**src/rtl/mem_wb_stage.sv**
```systemverilog
// Memory-access stage and MEM/WB pipeline register: word-addressed data RAM
// with a combinational read, registered write-back triple and sticky error flag.
module mem_wb_stage #(
  parameter int          MEM_WORDS = 64,
  parameter logic [31:0] BASE_ADDR = 32'd1024
) (
  input  logic        clk,
  input  logic        rst,
  input  logic        freeze,
  input  logic        ex_wb_en,
  input  logic        ex_mem_r_en,
  input  logic        ex_mem_w_en,
  input  logic [3:0]  ex_dst,
  input  logic [31:0] ex_alu_res,
  input  logic [31:0] ex_st_val,
  output logic        wb_en,
  output logic [3:0]  wb_dst,
  output logic [31:0] wb_value,
  output logic        addr_err
);

  localparam int          IDX_W     = (MEM_WORDS > 1) ? $clog2(MEM_WORDS) : 1;
  localparam logic [31:0] MEM_BYTES = 32'(MEM_WORDS * 4);

  logic [31:0]      mem_q [MEM_WORDS];
  logic [31:0]      off;
  logic             legal;
  logic [IDX_W-1:0] idx;
  logic             mem_we;
  logic             dual_access;
  logic             access_err;
  logic [31:0]      rd_data;
  logic [31:0]      sel_value;

  logic        wb_en_q,    wb_en_d;
  logic [3:0]  wb_dst_q,   wb_dst_d;
  logic [31:0] wb_value_q, wb_value_d;
  logic        addr_err_q, addr_err_d;

  // Subtracting the base makes addresses below it wrap high, so one compare covers both ends.
  assign off    = ex_alu_res - BASE_ADDR;
  assign legal  = (off < MEM_BYTES) && (off[1:0] == 2'b00);
  assign idx    = off[IDX_W+1:2];

  assign dual_access = ex_mem_w_en & ex_mem_r_en;
  assign access_err  = dual_access | ((ex_mem_w_en | ex_mem_r_en) & ~legal);
  assign mem_we      = ex_mem_w_en & legal & ~freeze;

  assign rd_data   = legal ? mem_q[idx] : 32'h0;
  assign sel_value = (ex_mem_r_en & ~ex_mem_w_en) ? rd_data : ex_alu_res;

  // Whole-array clear on reset keeps the RAM in flops rather than block RAM.
  always_ff @(posedge clk) begin
    if (rst) begin
      for (int i = 0; i < MEM_WORDS; i++) begin
        mem_q[i] <= 32'h0;
      end
    end else if (mem_we) begin
      mem_q[idx] <= ex_st_val;
    end
  end

  always_comb begin
    wb_en_d    = wb_en_q;
    wb_dst_d   = wb_dst_q;
    wb_value_d = wb_value_q;
    addr_err_d = addr_err_q;
    if (!freeze) begin
      wb_en_d    = ex_wb_en & (ex_dst != 4'hF);
      wb_dst_d   = ex_dst;
      wb_value_d = sel_value;
      if (access_err) begin
        addr_err_d = 1'b1;
      end
    end
  end

  always_ff @(posedge clk) begin
    if (rst) begin
      wb_en_q    <= 1'b0;
      wb_dst_q   <= 4'h0;
      wb_value_q <= 32'h0;
      addr_err_q <= 1'b0;
    end else begin
      wb_en_q    <= wb_en_d;
      wb_dst_q   <= wb_dst_d;
      wb_value_q <= wb_value_d;
      addr_err_q <= addr_err_d;
    end
  end

  assign wb_en    = wb_en_q;
  assign wb_dst   = wb_dst_q;
  assign wb_value = wb_value_q;
  assign addr_err = addr_err_q;

endmodule

```
**config.mk**
```make
export PLATFORM = sky130hd
export DESIGN_NAME = mem_wb_stage
export DESIGN_NICKNAME = d
export VERILOG_FILES = /design/src/rtl/mem_wb_stage.sv
export SDC_FILE = /design/constraint.sdc
export NUM_CORES = 2
export LEC_CHECK = 0
export ABC_CLOCK_PERIOD_IN_PS = 5700
export BUFFER_PORTS_ARGS = -buffer_cell sky130_fd_sc_hd__buf_2
export CAP_MARGIN = 10
export CORE_ASPECT_RATIO = 0.75
export CORE_MARGIN = 10
export CORE_UTILIZATION = 45
export CTS_CLUSTER_SIZE = 40
export DETAILED_ROUTE_END_ITERATION = 8
export PLACE_DENSITY_LB_ADDON = 0.05
export SLEW_MARGIN = 20
export SYNTH_ARGS = -nofsm -noshare
export SYNTH_HDL_FRONTEND = slang
export SYNTH_SLANG_ARGS = --single-unit
```
**constraint.sdc**
```tcl
create_clock -name clk -period 5.7 [get_ports clk]
set_input_delay 0.57 -clock clk [delete_from_list [all_inputs] [get_ports clk]]
set_output_delay 0.57 -clock clk [all_outputs]
set_load 0.01 [all_outputs]
```
== Word level (Yosys, flattened, before mapping) ==
Memories as Yosys holds them, arrays and structs flattened.
Cells that the tools add are included.

* Add/sub/neg operators: 1
* Order comparisons: 1
* Eq/ne operators: 1
* Mux-type cells: 10
* Bitwise operators: 11
* Reductions and logical operators: 4

{| class="wikitable"
|+ Operators by type and width
! cell !! count
|-
| $mux 32 || 3
|-
| $lt 32x9->1 const B || 1
|-
| $reduce_or 32->1 || 1
|-
| $sub 32x11->32 const B || 1
|-
| $and 1x1->1 || 6
|-
| $mux 1 || 6
|-
| $mux 6 || 1
|-
| $ne 4x4->1 const B || 1
|-
| $not 1->1 || 3
|-
| $logic_not 2->1 || 1
|-
| $or 1x1->1 || 2
|-
| $reduce_and 2->1 || 1
|-
| $logic_and 1x1->1 || 1
|}

* Register bits: 38
* Memory bits (writable): 2,048
* Bits of input ports: 74
* Output and inout bits: 38
* Word-level logic and storage cells: 33
* Memories: 1

{| class="wikitable"
|+ Memory list
! memory !! words !! bits a word !! rd ports !! clocked after Yosys merged registers in !! write ports !! line !! source
|-
| mem_q || 64 || 32 || 1 || 0 || 64 || 25 || <nowiki>logic [31:0] mem_q [MEM_WORDS];</nowiki>
|}

== Longest topological paths before layout ==
* Word-level depth: 10
* Gate-level depth with buffers: 13

== Worst setup path after synthesis ==
Ideal clock, no wire load.

* Path type: input -> register
* From: in ex_alu_res[4]
* To: mem mem_q[34][0] (enable)
* Library setup time: 428 ps
* Arrival time: 3,678 ps
* Data required time: 5,272 ps
* Slack: 1,594 ps
* Cell stages on the path: 10
* Buffers on the path: 7
* Path through: buf_4 > buf_6 > buf_6 > buf_6 > buf_2 > buf_2 > nor2_1 > nand2_1 > clkbuf_1 > o21bai_1

{| class="wikitable"
|+ RTL lines
! element !! line !! source
|-
| start: declaration || 14 || <nowiki>input logic [31:0] ex_alu_res,</nowiki>
|-
| end: declaration || 25 ||
|}

==> results by group <==
Cells and area
  • Storage cell area: approximately 62000 sq um
  • Synth-to-Final Area Change: 13.1%
  • Layout cell share with drive strength beyond 1: 16.0%
  • Fill cells: about 18000
  • Final net count: about 7300
  • Multi-input logic area: approximately 27000 sq um

Logic synthesis
  • Syn_nets: 7213
  • Seq/Total Area, Yosys: roughly 68%
  • Xor-xnor portion of the synthesized cell area: 0%
  • Synth top area cells: edfxtp_1 (67%), nor2_1 (8.5%), mux4_2 (3.8%)
  • Most frequent cell after synthesis: nor2_1
  • Mux cell area share after synthesis: 8.01%
  • Post-synth EDFFs: 2048
  • Post-synthesis register bit count: around 2100
  • Syn Area/Cell: 12.8 sq um
  • Adder-cell share of the synthesized area: 0.0110%
  • Post-synthesis cell type count: 80
  • Syn Inst Count: between 7000 and 8000
  • Largest family of logic cells by synthesized area: simple AND/OR/NAND/NOR gates
  • Asr flop ratio synth: 0%
  • YS warnings: 0
  • Cell accounting for the most synthesized area: edfxtp_1
  • Synth Flop Type: edfxtp_1
  • Post-synthesis simple-gate area fraction: 12.5%
  • Complex-gate fraction of the synthesized area: between 7 and 8%
  • Commonest cells post-synth: nor2_1 (2079), edfxtp_1 (2048), nand2_1 (491)
  • Synthesized cell area: just over 90000 sq um
  • Share of the synthesized area in the top cell type: between 60% and 70%

Route
  • Post-route ant nets: 0
  • Via/cell ratio: 6.65
  • Vias: approximately 67000
  • First-pass detailed-route iteration total: 7
  • Final WL: 410 mm
  • Remaining DRCs: 0
  • Wirelength per Cell: between 40 and 50 microns
  • DRT iter0 DRCs: 12000

Timing
  • Final hold violations: 0
  • Unrepaired setup endpoints after global routing: false
  • Least-Margin Pin Slew: roughly 1.3 ns
  • Slew headroom: roughly an eighth
  • Peak Freq: 0.261 GHz
  • Setup_tns: 0 ns
  • Final min period: around 3.8 ns
  • Pins Over Slew Limit: 0
  • Post-route clock period utilization: 67.3%
  • Final setup fails: 0
  • Max Clock Skew: about 0.043 ns
  • Final hold slack: about 0.032 ns

Setup path
  • Crit path capture type: flop
  • Cell chain of the critical path: dlygate4sd3_1, buf_2, nor2_1, nand4_1, a21oi_1, and4_1, buf_4, nand3_4, o21bai_4, buf_12
  • Critical path type: in2reg
  • Max FO, Critical Path: 26
  • Slowest-stage cell, CP: o21bai_4
  • Arrival @ worst endpoint: roughly 4.4 ns
  • Crit-path max cell delay: 0.82 ns
  • Startpoint Class: input port
  • CP required: 6.27 ns

Global routing
  • Initial antenna violation count: 37
  • Largest net degree at the start of global routing: roughly 130
  • First-pass GRT wire length: about 550 mm
  • GRT Util Overall: between 30% and 40%
  • Vias in the first global route: between 60000 and 70000
  • GR Overflow Total: 0

Clock tree
  • Post-CTS resize count: 0
  • CTS sink count: roughly 2100
  • CTS Root Cell: clkbuf_16
  • Max clock buf depth: 4
  • CTS Buf Count: between 200 and 250
  • CTS tree: yes
  • Max H-tree Level: 4
  • CTS clk-pin slew, worst paths: approximately 0.060 ns
  • Clock latency on the worst-skew pair: 0.89 ns

Outcome
  • Status: completed

Floorplanning
  • Rows: ~140
  • Core area: ~200000 sq um
  • Die footprint: 221000 sq um
  • Die X: between 500 and 600 microns
  • I/O Pins: roughly 110
  • Initial Util: a little under half
  • DIE HEIGHT: about 400 microns

Power and ir drop
  • Worst vdd ir: 267 uV
  • Lkg Pwr: between 30 and 40 nW
  • Cell Pwr Density: ~340 nW/um^2

Worst hold path
  • Hold Crit Class: in2reg

Placement
  • Port bufs: approximately 110
  • Gpl congestion: 0.946
  • DP HPWL: ~260 mm

Job
  • Max-cap viol count: 0
where the power goes:
group / internal, mW / total [mW] / switching (mW)
logic: 0.885 / 3.23 / 2.35
registers: 17.6 / 17.8 / 0.251
clock network: 7.61 / 13.8 / 6.20
total: 26.1 / 34.9 / 8.80
through the flow:
step,setup WS (ns),utilization (%),cell area (sq um),total power [mW],cells
2_1_floorplan,1.59,-,91300,19.5,7139
3_5_place_dp,1.28,47.8,96600,21.2,9690
3_3_place_gp,1.24,47.8,96600,21.2,9690
5_1_grt,1.91,51.0,103000,35.5,10100
6_report,1.87,51.1,103000,34.9,10100
4_1_cts,1.99,51.0,103000,34.7,10100
metal layers:
layer / track usage, % / share of wire [%]
met1: 49.6 / 38
met2: 50.5 / 41
met3: 10.7 / 14
met4: 18.7 / 6.5
met5: 0 / 0.051
flip-flops by register name, summed over array words and instances (netlist names):
name and count:
addr_err 1, mem_q 2048, wb_dst 4, wb_en 1
wb_value 32
final timing paths:
check | start | to | slack (ns) | cells past startpoint
worst max-delay path | ex_alu_res[23] | mem_q[29][25] | 1.87 | 10
worst min-delay path | ex_alu_res[8] | wb_value[8] | 0.03 | 3
worst max register to register | mem_q[61][15] | wb_value[15] | 2.79 | 7
worst min register to register | wb_en | wb_en | 0.46 | 2
cell type report:
cell class              count  area share (%)
repair buffers            476            3.92
clock inverters           105           0.845
multi-input cells        4417            26.0
inverters                  35           0.135
clock buffers             274            5.49
flip-flops and latches   2086            60.3
diodes                     16          0.0388
well taps                2682            3.25
placed cells by master, fill, tap and decap left out, drive strengths merged, types with 9 or more instances in the layout:
master,n
mux2,144
mux4,155
buf,470
dfxtp,38
a221oi,51
or3,10
o21ai,120
nand3,22
diode,16
nand4,16
nor2,2080
or2,9
inv,36
clkbuf,274
a2111oi,15
o22ai,296
nand2,493
a222oi,14
a21oi,186
edfxtp,2048
o31ai,10
a2bb2oi,16
o221ai,110
bufinv,14
nor3,12
nor4,12
o22a,32
o21bai,63
clkinv,84
a22oi,57
mux2i,220
nor2b,13
and2,134
a211oi,33
logic make-up after synthesis:
logic type | Yosys count
buf+inv | 636
simple gates | 2845
mux | 519
compound gates | 1052
flops | 2086
fa+ha+maj | 1
critical path, delay by kind of cell:
family | cells | cell delay (ns)
buf+inv | 4 | 1.28
compound gates | 2 | 1.04
simple gates | 4 | 1.43
what timing repair did:
item,CTS,global route
setup buffers,0,0
endpoints found under the hold margin,6,0
hold buffers,6,0
(Power assumes the default switching activity.)
